$ cat src/rtl/ubutterfly_pkg.sv
// Shared types and helpers for the unary butterfly decode stage.
package ubutterfly_pkg;

  typedef enum logic [1:0] {
    StIdle = 2'd0,
    StWarm = 2'd1,
    StAcc  = 2'd2,
    StDone = 2'd3
  } state_e;

  // Frame length in sampled cycles for a given stream resolution.
  function automatic int unsigned frame_len(input int unsigned bitwidth);
    return 32'd1 << bitwidth;
  endfunction

endpackage

$ cat src/rtl/ubutterfly_decode_if.sv
// Control, bitstream and result bundle between the butterfly, the decoder and its consumer.
interface ubutterfly_decode_if #(
  parameter int unsigned BITWIDTH = 8
);

  logic              iClr;
  logic              iStart;
  logic              iReady;
  logic              iReal0;
  logic              iImg0;
  logic              iReal1;
  logic              iImg1;
  logic              oBusy;
  logic              oValid;
  logic [BITWIDTH:0] oCntR0;
  logic [BITWIDTH:0] oCntI0;
  logic [BITWIDTH:0] oCntR1;
  logic [BITWIDTH:0] oCntI1;

  modport master (
    output iClr, iStart, iReady, iReal0, iImg0, iReal1, iImg1,
    input  oBusy, oValid, oCntR0, oCntI0, oCntR1, oCntI1
  );

  modport slave (
    input  iClr, iStart, iReady, iReal0, iImg0, iReal1, iImg1,
    output oBusy, oValid, oCntR0, oCntI0, oCntR1, oCntI1
  );

endinterface

$ cat src/rtl/ubs_count.sv
// Ones counter for one unary bitstream; clear has priority over counting.
module ubs_count #(
  parameter int unsigned Width = 9
) (
  input  logic             iClk,
  input  logic             iRstN,
  input  logic             iClr,
  input  logic             iEn,
  input  logic             iBit,
  output logic [Width-1:0] oCnt
);

  logic [Width-1:0] cnt_q, cnt_d;

  always_comb begin
    cnt_d = cnt_q;
    if (iClr) begin
      cnt_d = '0;
    end else if (iEn && iBit) begin
      cnt_d = cnt_q + Width'(1);
    end
  end

  always_ff @(posedge iClk or negedge iRstN) begin
    if (!iRstN) begin
      cnt_q <= '0;
    end else begin
      cnt_q <= cnt_d;
    end
  end

  assign oCnt = cnt_q;

endmodule

$ cat src/rtl/ubutterfly_decode.sv
// Unary-to-binary decoder: discards SKIP warm-up cycles, then counts ones on four streams
// over N = 2**BITWIDTH cycles and offers the counts on a valid/ready handshake.
module ubutterfly_decode
  import ubutterfly_pkg::*;
#(
  parameter int unsigned BITWIDTH = 8,
  parameter int unsigned SKIP     = 2
) (
  input  logic          iClk,
  input  logic          iRstN,
  ubutterfly_decode_if.slave bus
);

  localparam int unsigned N       = frame_len(BITWIDTH);
  localparam int unsigned WarmEnd = (SKIP == 0) ? 0 : SKIP - 1;
  localparam logic [BITWIDTH-1:0] PhaseLast = BITWIDTH'(N - 1);
  localparam logic [BITWIDTH-1:0] WarmLast  = BITWIDTH'(WarmEnd);

  state_e              state_q;
  logic [BITWIDTH-1:0] phase_q;
  logic                busy_q;
  logic                valid_q;
  logic                cnt_clr;
  logic                cnt_en;

  // Phase counter doubles as the warm-up counter; it is always zero on entry to ACC.
  always_ff @(posedge iClk or negedge iRstN) begin
    if (!iRstN) begin
      state_q <= StIdle;
      phase_q <= '0;
      busy_q  <= 1'b0;
      valid_q <= 1'b0;
    end else if (bus.iClr) begin
      state_q <= StIdle;
      phase_q <= '0;
      busy_q  <= 1'b0;
      valid_q <= 1'b0;
    end else begin
      unique case (state_q)
        StIdle: begin
          if (bus.iStart) begin
            phase_q <= '0;
            busy_q  <= 1'b1;
            state_q <= (SKIP == 0) ? StAcc : StWarm;
          end
        end
        StWarm: begin
          if (phase_q == WarmLast) begin
            phase_q <= '0;
            state_q <= StAcc;
          end else begin
            phase_q <= phase_q + BITWIDTH'(1);
          end
        end
        StAcc: begin
          if (phase_q == PhaseLast) begin
            phase_q <= '0;
            state_q <= StDone;
            busy_q  <= 1'b0;
            valid_q <= 1'b1;
          end else begin
            phase_q <= phase_q + BITWIDTH'(1);
          end
        end
        StDone: begin
          if (bus.iReady) begin
            state_q <= StIdle;
            valid_q <= 1'b0;
          end
        end
        default: state_q <= StIdle;
      endcase
    end
  end

  assign cnt_clr = bus.iClr || ((state_q == StIdle) && bus.iStart);
  assign cnt_en  = (state_q == StAcc);

  ubs_count #(.Width(BITWIDTH + 1)) u_cnt_r0 (
    .iClk  (iClk),
    .iRstN (iRstN),
    .iClr  (cnt_clr),
    .iEn   (cnt_en),
    .iBit  (bus.iReal0),
    .oCnt  (bus.oCntR0)
  );

  ubs_count #(.Width(BITWIDTH + 1)) u_cnt_i0 (
    .iClk  (iClk),
    .iRstN (iRstN),
    .iClr  (cnt_clr),
    .iEn   (cnt_en),
    .iBit  (bus.iImg0),
    .oCnt  (bus.oCntI0)
  );

  ubs_count #(.Width(BITWIDTH + 1)) u_cnt_r1 (
    .iClk  (iClk),
    .iRstN (iRstN),
    .iClr  (cnt_clr),
    .iEn   (cnt_en),
    .iBit  (bus.iReal1),
    .oCnt  (bus.oCntR1)
  );

  ubs_count #(.Width(BITWIDTH + 1)) u_cnt_i1 (
    .iClk  (iClk),
    .iRstN (iRstN),
    .iClr  (cnt_clr),
    .iEn   (cnt_en),
    .iBit  (bus.iImg1),
    .oCnt  (bus.oCntI1)
  );

  assign bus.oBusy  = busy_q;
  assign bus.oValid = valid_q;

endmodule

$ cat src/flat_wrapper.sv
// flat-port wrapper written by rule: the top's interface ports become plain ports
module ubutterfly_decode_flat import ubutterfly_pkg::*;
#(
  parameter int unsigned BITWIDTH = 8,
  parameter int unsigned SKIP     = 2
)
  (iClk, iRstN, bus_iClr, bus_iStart, bus_iReady, bus_iReal0, bus_iImg0, bus_iReal1, bus_iImg1, bus_oBusy, bus_oValid, bus_oCntR0, bus_oCntI0, bus_oCntR1, bus_oCntI1);
  ubutterfly_decode_if #(.BITWIDTH(BITWIDTH)) bus_i ();
  input  logic iClk;
  input  logic iRstN;
  input wire logic [$bits(bus_i.iClr)-1:0] bus_iClr;
  input wire logic [$bits(bus_i.iStart)-1:0] bus_iStart;
  input wire logic [$bits(bus_i.iReady)-1:0] bus_iReady;
  input wire logic [$bits(bus_i.iReal0)-1:0] bus_iReal0;
  input wire logic [$bits(bus_i.iImg0)-1:0] bus_iImg0;
  input wire logic [$bits(bus_i.iReal1)-1:0] bus_iReal1;
  input wire logic [$bits(bus_i.iImg1)-1:0] bus_iImg1;
  output wire logic [$bits(bus_i.oBusy)-1:0] bus_oBusy;
  output wire logic [$bits(bus_i.oValid)-1:0] bus_oValid;
  output wire logic [$bits(bus_i.oCntR0)-1:0] bus_oCntR0;
  output wire logic [$bits(bus_i.oCntI0)-1:0] bus_oCntI0;
  output wire logic [$bits(bus_i.oCntR1)-1:0] bus_oCntR1;
  output wire logic [$bits(bus_i.oCntI1)-1:0] bus_oCntI1;
  assign bus_i.iClr = bus_iClr;
  assign bus_i.iStart = bus_iStart;
  assign bus_i.iReady = bus_iReady;
  assign bus_i.iReal0 = bus_iReal0;
  assign bus_i.iImg0 = bus_iImg0;
  assign bus_i.iReal1 = bus_iReal1;
  assign bus_i.iImg1 = bus_iImg1;
  assign bus_oBusy = bus_i.oBusy;
  assign bus_oValid = bus_i.oValid;
  assign bus_oCntR0 = bus_i.oCntR0;
  assign bus_oCntI0 = bus_i.oCntI0;
  assign bus_oCntR1 = bus_i.oCntR1;
  assign bus_oCntI1 = bus_i.oCntI1;
  ubutterfly_decode #(.BITWIDTH(BITWIDTH), .SKIP(SKIP)) u_core (.iClk(iClk), .iRstN(iRstN), .bus(bus_i));
endmodule
$ cat config.mk
export PLATFORM = sky130hd
export DESIGN_NAME = ubutterfly_decode_flat
export DESIGN_NICKNAME = d
export VERILOG_FILES = /design/src/rtl/ubutterfly_pkg.sv /design/src/rtl/ubutterfly_decode_if.sv /design/src/rtl/ubs_count.sv /design/src/rtl/ubutterfly_decode.sv /design/src/flat_wrapper.sv
export SDC_FILE = /design/constraint.sdc
export NUM_CORES = 1
export LEC_CHECK = 0
export CORE_UTILIZATION = 56
export DETAILED_ROUTE_END_ITERATION = 10
export HOLD_SLACK_MARGIN = 0.02
export PLACE_DENSITY = 0.84
export SYNTH_ARGS = -nofsm -noshare
export SYNTH_HDL_FRONTEND = slang
export SYNTH_SLANG_ARGS = --single-unit
$ cat constraint.sdc
create_clock -name iClk -period 2.75 [get_ports iClk]
set_clock_uncertainty 0.1 [all_clocks]
set_input_delay 0.4125 -clock iClk [delete_from_list [all_inputs] [get_ports iClk]]
set_output_delay 0.4125 -clock iClk [all_outputs]
set_load 0.005 [all_outputs]
==> results of run 1 <==
[worst register-to-register path, stage by stage (launching register included)]
cell	delay, ns
sky130_fd_sc_hd__dfrtp_1	0.42
sky130_fd_sc_hd__inv_1	0.11
sky130_fd_sc_hd__ha_1	0.51
sky130_fd_sc_hd__a21boi_4	0.44
sky130_fd_sc_hd__o21ai_2	0.14
sky130_fd_sc_hd__o311ai_0	0.32
[state kept, by name, summed over array words and instances, names as in the netlist]
name and count:
u_core.bus.oValid 1, u_core.u_cnt_i0.oCnt 9, u_core.u_cnt_r1.oCnt 9, u_core.bus.oBusy 1, u_core.u_cnt_i1.oCnt 9, u_core.state_q 2
u_core.u_cnt_r0.oCnt 9, u_core.phase_q 8
[report_power, final]
part | internal (mW) | switching, mW
clock | 0.270 | 0.231
combinational | 0.183 | 0.302
sequential | 0.734 | 0.0335
[how the worst min path moves through the flow]
stage	start	endpoint	slack (ns)	cells after the start
after floorplan	iRstN	u_core.bus.oBusy	0.02	0
after global placement	iRstN	u_core.u_cnt_r0.oCnt[4]	0.25	1
after detailed placement	iRstN	u_core.u_cnt_r0.oCnt[5]	0.25	1
after CTS	u_core.u_cnt_i1.oCnt[8]	u_core.u_cnt_i1.oCnt[8]	0.45	2
after global routing	u_core.u_cnt_r0.oCnt[8]	u_core.u_cnt_r0.oCnt[8]	0.48	2
final	u_core.u_cnt_i1.oCnt[8]	u_core.u_cnt_i1.oCnt[8]	0.44	2
[per-layer routing]
layer,GRT usage (%),part of all wire (%),vias up
met4,8.22,1.3,0
met5,0,0,-
met1,31.4,48,1033
li1,-,-,1050
met2,36.0,47,54
met3,3.61,3.8,6
[per-stage QoR]
| stage | utilization [%] | std cells | cell area [µm²] | hold WS (ns) |
|---|---|---|---|---|
| 3_5_place_dp | 70.3 | 362 | 3100 | 0.248 |
| 4_1_cts | 73.0 | 371 | 3220 | 0.453 |
| 5_1_grt | 73.0 | 371 | 3220 | 0.481 |
| 3_3_place_gp | 70.3 | 362 | 3100 | 0.250 |
| 2_1_floorplan | - | 271 | 2610 | 0.0169 |
| 6_report | 73.0 | 371 | 3220 | 0.442 |
[repair_timing]
action                                 CTS  global route
hold buffers                             1             0
endpoints found under the hold margin   16             0
setup endpoints to repair                0             0
[cells in the final DEF, fill, tap and decap left out, types with 7 or more instances in the layout]
| cell type | netlist | layout |
|---|---|---|
| sky130_fd_sc_hd__a21oi_1 | 12 | 12 |
| sky130_fd_sc_hd__clkdlybuf4s50_1 | 0 | 45 |
| sky130_fd_sc_hd__dfrtp_1 | 48 | 48 |
| sky130_fd_sc_hd__ha_1 | 10 | 10 |
| sky130_fd_sc_hd__nand2_1 | 31 | 31 |
| sky130_fd_sc_hd__nand3_1 | 17 | 17 |
| sky130_fd_sc_hd__nand4_1 | 7 | 7 |
| sky130_fd_sc_hd__nor2_1 | 34 | 34 |
| sky130_fd_sc_hd__nor3_1 | 8 | 8 |
| sky130_fd_sc_hd__o21ai_0 | 9 | 9 |
| sky130_fd_sc_hd__xnor2_1 | 10 | 10 |
| sky130_fd_sc_hd__xor2_1 | 17 | 17 |
[final cells by class]
class	count	area, µm²	share of cell area (%)
inverters	5	18.8	0.583
multi-input cells	208	1340	41.6
clock inverters	2	35.0	1.09
flip-flops and latches	48	1200	37.3
well taps	52	65.1	2.02
clock buffers	6	72.6	2.25
repair buffers	50	488	15.2
[logic make-up (layout without fill, tap and decap cells)]
| logic type | count (synthesis) | after routing |
|---|---|---|
| xor gates and xnor gates | 27 | 27 |
| muxes | 2 | 2 |
| AOI/OAI and AO/OA | 43 | 43 |
| adders and majority gates | 10 | 10 |
| DFF | 48 | 48 |
| and+or+nand+nor | 126 | 126 |
| buffers and inverters | 15 | 63 |
==> summary by stage, run 1 <==
CTS
The clock reaches the later pin of the worst-skew pair after 0.29 ns. The clock transition time at the flip-flop clock pins of the worst setup and hold paths is 0.08 ns. The TritonCTS clock tree is yes. The root buffer selected by CTS is sky130_fd_sc_hd__clkbuf_8. The total CTS buffers is 5.

In this run the number of H-tree levels came out at 2. The worst-case clock buffer depth is 2. Clock tree synthesis found a total of 48 sinks. The count of cells resized by post-cts repair is 0.

The total setup buffers inserted after CTS is 0.

Power and ir drop
The overall power of the completed layout is 1.75 mW. Across the VDD grid, the largest voltage drop is 0.526 mV. In this run the power density over the cells is 545 mW/mm². The leakage power is 1.29 nW.

Logic synthesis
The Yosys step of the flow raised 0 warnings. In this run, synthesis produced a sequential element count of 48. The flip-flop cell with the highest count after synthesis is sky130_fd_sc_hd__dfrtp_1.

The dominant cell by count in the synthesized netlist is sky130_fd_sc_hd__dfrtp_1. After synthesis, the largest family of logic cells by area is simple AND/OR/NAND/NOR gates. The adder-cell area share of the yosys netlist is 4.80%.

In the synthesized netlist, mux cells make up 0.865% of the area. The post-synth net total is 290. Of all flip-flops after synthesis, the portion carrying an async set or reset was 100%. Of the synthesized area, sequential elements account for 46.1%. Counting instances in the post-synthesis netlist gives the leading cell types as sky130_fd_sc_hd__dfrtp_1, sky130_fd_sc_hd__nor2_1, sky130_fd_sc_hd__nand2_1. The share of the synthesized area in compound gates (AO/OA/AOI/OAI) is 12.1%. The cell type with the largest total area after synthesis is sky130_fd_sc_hd__dfrtp_1. Synthesis produced 271 cells. Summing the areas of all xor and xnor instances in the mapped netlist gives 9.08% of the synthesized area. Yosys attributes the largest share of cell area to sky130_fd_sc_hd__dfrtp_1, sky130_fd_sc_hd__xor2_1, sky130_fd_sc_hd__nor2_1, sky130_fd_sc_hd__ha_1, sky130_fd_sc_hd__nand2_1.

In this run, synthesis inferred 0 flip-flops with an integrated enable. The unique cell type count in the Yosys netlist is 47. The total standard cell area after synthesis is 0.00260 mm². The top-area cell type share of the netlist area is 46.1%. The simple-gate portion of the synthesized area is 24.6%. The mean post-synth cell area is 9.61 µm².

Floorplanning
The floorplan die width is 70.2 µm. Pin placement for this block handled 47 I/O pins. The initial standard-cell utilization of the core is 59.0%. The floorplan has 24 rows. The floorplan core area is 0.00441 mm². The floorplan step defined a die boundary enclosing 0.00493 mm². The die is 70.2 µm tall.

Cells and area
The final net count is 337. The layout-stage area growth over the synthesis result is 23.6%. The number of filler cells placed in the layout is 352. The ratio of cells with drive above 1 in the final layout is 8.15%. The total inserted antenna cells is 0.

Placement
The port buffer count is 46. Once detailed placement completed, the half-perimeter wirelength came to 3.75 mm. The setup slack after placement is 0.453 ns. At the end of routability-driven placement, the weighted congestion stood at 0.804.

Outcome
The flow ran to the end, and the final reports show no timing, DRC or antenna violations.

Detailed routing
The via count of the routed design is 2143. The count of nets left with antenna violations once routing finished came out at 0. The number of iterations in the first detailed-routing pass is 4. The post-route DRC violation count is 0.

In this run, the number of DRC markers left after iteration 0 of detailed routing was 144. The wire length reported by the detailed router is 5.14 mm. After detailed routing, the number of vias per cell comes to 5.78. After detailed routing, the average wire length per cell comes to 13.8 µm.

Worst setup path
The category of the critical setup timing path is reg2reg. The register-to-register setup slack is 0.60 ns. STA classifies the critical path startpoint as a flop. The depth of the worst register-to-register path is 5. The most critical setup path has its endpoint at u_core.phase_q[2]. The critical path runs through a total of 5 cells. The stage delay of the slowest cell on the critical path is 0.51 ns. The endpoint of the lowest-slack register-to-register path is u_core.phase_q[2].

The cell with the largest stage delay on the worst path is sky130_fd_sc_hd__ha_1. The count of buffering cells on the critical path with inverters included is 1. Traced cell by cell, the critical path runs through inv_1, ha_1, a21boi_4, o21ai_2, o311ai_0. The critical path starts at u_core.state_q[0].

The dominant delay contributor by cell family on the critical path is compound AO/OA/AOI/OAI gates. The reg-to-reg startpoint is u_core.state_q[0]. In this run the worst path has a maximum fanout of 14.

The required time at the endpoint of the critical path is 2.83 ns. The worst setup path is captured at a flop. The critical path data arrival time is 2.23 ns.

Global route
The via count of the first global-routing pass came to 1961. The first global-routing pass estimated 8.92 mm of wire. The maximum number of pins on one net before global-route repair is 37. The number of antenna violations at the first check in global routing is 0. After global routing the overflow that remains totals 0.

Global routing consumed, over all layers together, 22.6% of the routing resources.

Timing
The worst pin sits at a relative slew slack of 59.6%. After layout, the worst path uses 78.2% of the clock period. Setup total negative slack on the finished layout was measured at 0 ns. Timing would allow up to 465 MHz. Setup repair after global routing left no endpoint under its margin. The slew at the pin closest to its max-slew limit is 0.605 ns. Setup violations remaining at the end of the flow were counted as 0.

Setup slack closes at 0.599 ns. The number of pins with negative max-slew slack in the final report was 0. The number of endpoints with negative hold slack in the final report was 0. For the finished layout, the period the worst path requires is 2.15 ns.

Min path
The path class of the lowest-slack min-delay path is reg2reg.

Job
The max-capacitance violation count is 0.
(Power assumes the default switching activity.)
==> run 2: changes to the inputs <==
--- a/config.mk
+++ b/config.mk
@@ -5,10 +5,10 @@
 export SDC_FILE = /design/constraint.sdc
 export NUM_CORES = 1
 export LEC_CHECK = 0
-export CORE_UTILIZATION = 56
+export CORE_UTILIZATION = 52
 export DETAILED_ROUTE_END_ITERATION = 10
 export HOLD_SLACK_MARGIN = 0.02
-export PLACE_DENSITY = 0.84
+export PLACE_DENSITY = 0.79
 export SYNTH_ARGS = -nofsm -noshare
 export SYNTH_HDL_FRONTEND = slang
 export SYNTH_SLANG_ARGS = --single-unit
==> constraint.sdc (replaced) <==
create_clock -name iClk -period 2.25 [get_ports iClk]
set_clock_uncertainty 0.1 [all_clocks]
set_input_delay 0.3375 -clock iClk [delete_from_list [all_inputs] [get_ports iClk]]
set_output_delay 0.3375 -clock iClk [all_outputs]
set_load 0.005 [all_outputs]
==> summary by stage, run 2 (synthesized netlist as in run 1, its figures left out) <==
Global route
The global-route wire length before repair is 8.89 mm (-0.38%). The overall track demand over capacity in global routing was 21.7% (-0.88 points). The overflow left after global routing was 0 (unchanged). The via count of the first global-routing pass is 1967 (+0.31%). The maximum number of pins on one net before global-route repair is 37 (unchanged). The number of antenna violations at the first check in global routing is 0 (unchanged).

CTS
The count of cells resized by post-cts repair was 0 (unchanged). The total number of H-tree levels is 2 (unchanged). The number of sinks handled by clock tree synthesis is 48 (unchanged). The total setup buffers inserted after CTS is 0 (unchanged). The worst-case clock buffer depth came to 2 (unchanged).

The TritonCTS clock tree is yes. The source-to-sink clock delay at the later pin of the worst-skew pair was 0.30 ns (about the same). The root buffer selected by CTS is sky130_fd_sc_hd__clkbuf_8.

The hold buffer count at cts is 1 (unchanged). The clock transition time at the flip-flop clock pins of the worst setup and hold paths came to 0.09 ns (about the same). The total CTS buffers is 5 (unchanged).

Worst setup path
The register-to-register setup slack came to 0.26 ns (-0.34 ns). The slowest stage of the critical path belongs to the cell sky130_fd_sc_hd__dfrtp_1. The count of buffering cells on the critical path with inverters included is 2 (+1). The maximum fanout along the worst path is 10 (-4). The endpoint of the lowest-slack register-to-register path is u_core.u_cnt_r0.oCnt[7]. The category of the critical setup timing path is reg2reg.

The dominant delay contributor by cell family on the critical path is simple AND/OR/NAND/NOR gates. The required time at the endpoint of the critical path is 2.34 ns (-0.49 ns). The worst setup path is captured at a flop. The stage delay of the slowest cell on the critical path came to 0.43 ns (-0.08 ns). Traced cell by cell, the critical path runs through inv_1, ha_1, buf_4, nand2_1, nor3_1, xnor2_1, nor2_1. The startpoint type of the worst setup path is a flop. The critical path data arrival time is 2.08 ns (-0.15 ns). The reg-to-reg startpoint is u_core.state_q[0].

The depth of the worst register-to-register path was 7 (+2).

Detailed routing
The ratio of routed vias to standard cells is 5.56 (-3.8%). The DRC violation total after the first TritonRoute iteration is 88 (-39%). The number of routed nets with antenna violations was 0 (unchanged).

The number of iterations in the first detailed-routing pass is 4 (unchanged). The post-route DRC violation count is 0 (unchanged). The via count of the routed design is 2161 (+0.84%). The wire length reported by the detailed router was 5.18 mm (+0.82%).

The post-detailed-route wirelength per cell is 13.3 µm (-3.8%).

Placement
The number of instances in the placed design is 380 (+5.0%). The placed wire-length estimate after detailed placement is 3.79 mm (+1.0%). The setup slack after placement is 0.267 ns (-0.186 ns). The port buffer count is 46 (unchanged). The final RePlAce weighted congestion came to 0.825 (+2.6%).

Cells and area
Leaving out fill and tap cells, the most frequent cells in the layout are sky130_fd_sc_hd__dfrtp_1, sky130_fd_sc_hd__clkdlybuf4s50_1, sky130_fd_sc_hd__nor2_1. The total inserted antenna cells is 0 (unchanged). Leaving out fill and tap cells, the most frequent cell in the layout is sky130_fd_sc_hd__dfrtp_1.

The ratio of cells with drive above 1 in the final layout is 9.32% (+1.2 points). The layout-stage area growth over the synthesis result is 25.6%. The non-filler instance count after layout is 389 (+4.9%). The final cell utilization of the core is 68.4% (-4.6 points). The final net count was 340 (+0.89%).

Timing
Setup repair after global routing left no endpoint under its margin. The minimum period implied by the final worst setup slack is 1.99 ns (-0.163 ns). The worst slack on hold paths is 0.423 ns (-0.0197 ns).

The part of the cycle the worst path needs was 88.3% (+10 points). The aggregate negative setup slack is 0 ns (unchanged). The total of endpoints with negative setup slack in the final report was 0 (unchanged). The slew at the pin closest to its max-slew limit came to 0.502 ns (-0.103 ns). The number of endpoints with negative hold slack in the final report is 0 (unchanged). The number of pins with negative max-slew slack in the final report is 0 (unchanged). The tightest slew margin relative to the limit is 66.3% (+6.8 points). The worst setup slack after layout is 0.262 ns (-0.337 ns). The highest clock frequency the design can meet is 503 MHz (+8.2%).

Floorplanning
The number of cell rows is 25 (+4.2%). The die area is 0.00530 mm² (+7.5%). The floorplan die width is 72.8 µm (+3.7%). The initial standard-cell utilization of the core is 54.4% (-4.6 points). The floorplan core area was 0.00479 mm² (+8.4%).

The height of the chip is 72.8 µm (+3.7%). The number of placed I/O pins came to 47 (unchanged).

Job
The max-capacitance violation count is 0 (unchanged).

Outcome
The run finished with clean final reports.

Power and ir drop
The worst voltage drop across the vdd grid came to 0.554 mV (+5.3%). The total power per unit cell area is 644 mW/mm² (+18%). The leakage power is 1.31 nW (+1.6%).

Min path
The path class of the lowest-slack min-delay path is in2async.
-- run 2: cell count changes in the layout (fill, tap and decap cells not counted) --
cell	delta
sky130_fd_sc_hd__buf_12	+2
sky130_fd_sc_hd__clkbuf_1	-1
sky130_fd_sc_hd__clkinv_2	+1
sky130_fd_sc_hd__buf_4	+1
sky130_fd_sc_hd__bufinv_16	-1
sky130_fd_sc_hd__clkbuf_8	+1
-- run 2: cell type report --
cell class | instances | area (µm²)
fillers | 372 | 1510
multi-input cells | 208 | 1340
flip-flops and latches | 48 | 1200
repair buffers | 53 | 536
well taps | 67 | 83.8
clock buffers | 6 | 82.6
inverters | 5 | 18.8
clock inverters | 2 | 10.0
-- run 2: per-layer routing --
layer  vias up  routed length (µm)  GRT usage (%)  part of all wire (%)
li1       1059                   -              -                     -
met1      1042                2450           28.6                    47
met2        51                2450           35.7                    47
met3         9                 168           3.31                   3.2
met4         0                 117           9.59                   2.3
met5         -                   0              0                     0
-- run 2: how the worst max path moves through the flow --
stage | from | endpoint | slack (ns) | cells past startpoint
2_1_floorplan | u_core.phase_q[0] | u_core.state_q[0] | 0.48 | 5
3_3_place_gp | bus_iClr | u_core.phase_q[2] | 0.29 | 6
3_5_place_dp | u_core.state_q[0] | u_core.u_cnt_r0.oCnt[7] | 0.27 | 7
4_1_cts | u_core.state_q[0] | u_core.u_cnt_r0.oCnt[7] | 0.26 | 7
5_1_grt | u_core.state_q[0] | u_core.u_cnt_r0.oCnt[7] | 0.13 | 7
6_report | u_core.state_q[0] | u_core.u_cnt_r0.oCnt[7] | 0.26 | 7
-- run 2: power breakdown --
part / switching [mW] / leakage [nW] / internal, mW / total (mW)
Clock: 0.288 / 0.0510 / 0.246 / 0.533
Sequential: 0.0402 / 0.668 / 0.897 / 0.937
Combinational: 0.381 / 0.590 / 0.256 / 0.638
Total: 0.709 / 1.31 / 1.40 / 2.11
-- run 2: through the flow --
stage	total power, mW	area, µm²
floorplan	1.39	2610
global placement	1.57	3170
detailed placement	1.59	3170
CTS	2.13	3270
global route	2.22	3270
finish	2.11	3270
-- run 2: worst reg2reg max path, cell delays in order, from the launching register on --
cell and delay [ns]:
sky130_fd_sc_hd__dfrtp_1 0.43, sky130_fd_sc_hd__inv_1 0.12, sky130_fd_sc_hd__ha_1 0.32, sky130_fd_sc_hd__buf_4 0.23
sky130_fd_sc_hd__nand2_1 0.16, sky130_fd_sc_hd__nor3_1 0.31, sky130_fd_sc_hd__xnor2_1 0.16, sky130_fd_sc_hd__nor2_1 0.06
==> run 3: changes to the inputs <==
--- a/config.mk
+++ b/config.mk
@@ -5,10 +5,10 @@
 export SDC_FILE = /design/constraint.sdc
 export NUM_CORES = 1
 export LEC_CHECK = 0
+export CORE_ASPECT_RATIO = 1.1
 export CORE_UTILIZATION = 52
 export DETAILED_ROUTE_END_ITERATION = 10
-export HOLD_SLACK_MARGIN = 0.02
-export PLACE_DENSITY = 0.79
+export PLACE_DENSITY = 0.82
 export SYNTH_ARGS = -nofsm -noshare
 export SYNTH_HDL_FRONTEND = slang
 export SYNTH_SLANG_ARGS = --single-unit
==> summary by stage, run 3 (synthesized netlist as in run 1, its figures left out) <==
Outcome
The run finished with clean final reports.

Placement
The number of instances in the placed design came to 369 (-2.9%). The port buffer count is 46 (unchanged). The placed wire-length estimate after detailed placement was 3.91 mm (+3.2%). The post-detailed-placement cell area is 0.00316 mm² (-0.43%). The final RePlAce weighted congestion is 0.879 (+6.5%).

Floorplanning
The number of cell rows came to 26 (+4.0%). The floorplan core area is 0.00472 mm² (-1.4%). The floorplan die width is 69.5 µm (-4.5%). The die area is 0.00530 mm² (about the same).

The height of the chip is 76.2 µm (+4.7%). The number of placed I/O pins is 47 (unchanged). The initial standard-cell utilization of the core was 55.2% (+0.79 points).

CTS
The worst-case clock buffer depth is 2 (unchanged). The total number of H-tree levels is 2 (unchanged). The clock transition time at the flip-flop clock pins of the worst setup and hold paths is 0.09 ns (about the same).

The count of cells resized by post-cts repair came to 0 (unchanged). The total CTS buffers was 5 (unchanged). The number of sinks handled by clock tree synthesis came to 48 (unchanged).

TritonCTS built the clock tree. Clock tree synthesis selected as its root buffer the cell sky130_fd_sc_hd__clkbuf_8. The source-to-sink clock delay at the later pin of the worst-skew pair is 0.30 ns (about the same).

Worst setup path
The category of the critical setup timing path is reg2reg. The maximum fanout along the worst path is 10 (unchanged). The worst setup path is launched from a flop. The worst setup path is captured at a flop. The critical path data arrival time is 2.09 ns (about the same). The count of buffering cells on the critical path with inverters included is 2 (unchanged). The required time at the endpoint of the critical path was 2.35 ns (about the same).

The dominant delay contributor by cell family on the critical path is simple AND/OR/NAND/NOR gates. The signal on the critical path passes through inv_1, ha_1, buf_4, nor4_1, or2_2, o21ai_0, a22o_1. The stage delay of the slowest cell on the critical path is 0.41 ns (-0.02 ns). The cell with the largest stage delay on the worst path is sky130_fd_sc_hd__dfrtp_1.

Timing
The minimum period implied by the final worst setup slack came to 2.00 ns (+0.00817 ns). The highest clock frequency the design can meet was 501 MHz (-0.41%). The number of pins with negative max-slew slack in the final report came to 0 (unchanged). Setup repair after global routing left no endpoint under its margin. The number of endpoints with negative hold slack in the final report came to 0 (unchanged). The aggregate negative setup slack is 0 ns (unchanged). The slew at the pin closest to its max-slew limit was 0.520 ns (+0.0179 ns). The tightest slew margin relative to the limit was 65.1% (-1.2 points). The worst slack on hold paths was 0.406 ns (-0.0169 ns). The part of the cycle the worst path needs is 88.7% (+0.36 points). The total of endpoints with negative setup slack in the final report came to 0 (unchanged).

Power and ir drop
The proportion of power drawn by combinational gates was 28.9% (-1.3 points). The total power per unit cell area was 673 mW/mm² (+4.4%). The internal power component is 1.49 mW (+6.7%). The share of total power consumed by net switching is 32.3% (-1.3 points). The overall power of the completed layout is 2.21 mW (+4.6%). The switching power summed over all nets is 0.713 mW (+0.54%).

The worst voltage drop across the vdd grid is 0.512 mV (-7.5%). The fraction of power consumed by the clock network is 28.6% (+3.3 points). The sequential group share of total power is 42.5% (-2.0 points). The leakage power is 1.31 nW (+0.33%).

Job
The max-capacitance violation count is 0 (unchanged).

Global route
The overall track demand over capacity in global routing is 22.2% (+0.43 points). The global-route wire length before repair is 9.40 mm (+5.7%). The via count of the first global-routing pass is 2134 (+8.5%). The maximum number of pins on one net before global-route repair was 37 (unchanged). The overflow left after global routing is 0 (unchanged).

The number of antenna violations at the first check in global routing is 0 (unchanged).

Cells and area
The number of filler cells placed in the layout is 357 (-4.0%). The post-route cell area is 0.00328 mm² (+0.27%). The final net count is 340 (unchanged). The total inserted antenna cells is 0 (unchanged). The ratio of cells with drive above 1 in the final layout is 9.32% (unchanged). In the layout the commonest cells are sky130_fd_sc_hd__dfrtp_1, sky130_fd_sc_hd__clkdlybuf4s50_1, sky130_fd_sc_hd__nor2_1. The non-filler instance count after layout is 378 (-2.8%). The most common cell after layout, fill and taps aside is sky130_fd_sc_hd__dfrtp_1. Relative to the synthesized area, the layout overhead comes to 25.9%.

Detailed routing
The ratio of routed vias to standard cells came to 5.90 (+6.3%). The post-detailed-route wirelength per cell is 14.2 µm (+6.7%). The number of routed nets with antenna violations was 0 (unchanged). The post-route DRC violation count is 0 (unchanged).

The number of iterations in the first detailed-routing pass is 4 (unchanged). The via count of the routed design is 2232 (+3.3%). The DRC violation total after the first TritonRoute iteration came to 177 (+100%). The wire length reported by the detailed router is 5.37 mm (+3.7%).

Min path
The worst hold path belongs to the class in2async.
[run 3: changes by cell type in the layout (fill, tap and decap cells not counted)]
cell,change
sky130_fd_sc_hd__clkinv_2,-2
sky130_fd_sc_hd__bufinv_16,+1
sky130_fd_sc_hd__clkinvlp_4,+1
sky130_fd_sc_hd__inv_6,+1
sky130_fd_sc_hd__clkbuf_8,-1
[run 3: final cells by class]
class	count	area, µm²	area share (%)
Multi-Input combinational cell	208	1340	40.8
Tap cell	56	70.1	2.14
Inverter	5	18.8	0.572
Timing Repair Buffer	53	536	16.3
Clock inverter	3	46.3	1.41
Clock buffer	5	68.8	2.10
Sequential cell	48	1200	36.6
[run 3: final timing paths]
check	from	to	slack, ns	cells past startpoint
max	u_core.state_q[0]	u_core.phase_q[6]	0.25	7
min	iRstN	u_core.bus.oValid	0.41	2
max reg2reg	u_core.state_q[0]	u_core.phase_q[6]	0.25	7
min reg2reg	u_core.u_cnt_i1.oCnt[8]	u_core.u_cnt_i1.oCnt[8]	0.45	2
max in group asynchronous	iRstN	u_core.u_cnt_i1.oCnt[0]	1.14	3
min in group iClk	u_core.u_cnt_i1.oCnt[8]	u_core.u_cnt_i1.oCnt[8]	0.45	2
[run 3: layer usage]
| layer | GRT usage (%) | up-vias | part of all wire, % |
|---|---|---|---|
| li1 | - | 1055 | - |
| met1 | 26.6 | 1105 | 42 |
| met2 | 38.1 | 61 | 52 |
| met3 | 5.03 | 11 | 4.1 |
| met4 | 9.39 | 0 | 1.7 |
| met5 | 0 | - | 0 |
[run 3: through the flow]
| stage | utilization, % | setup WS, ns |
|---|---|---|
| after CTS | 69.5 | 0.240 |
| after floorplan | - | 0.481 |
| after global placement | 66.9 | 0.228 |
| after global routing | 69.5 | 0.0179 |
| after detailed placement | 66.9 | 0.219 |
| final | 69.5 | 0.254 |
[run 3: timing repair]
item,CTS,global route
buffers inserted,0,0
hold buffers,1,0
hold endpoints to repair,18,0
[run 3: power groups by stage]
stage / logic, mW / clock network [mW] / registers (mW)
after global routing: 0.706 / 0.686 / 0.943
after global placement: 0.622 / 0 / 0.953
after floorplan: 0.441 / 0 / 0.947
after detailed placement: 0.637 / 0 / 0.955
final: 0.638 / 0.631 / 0.937
after CTS: 0.643 / 0.649 / 0.938
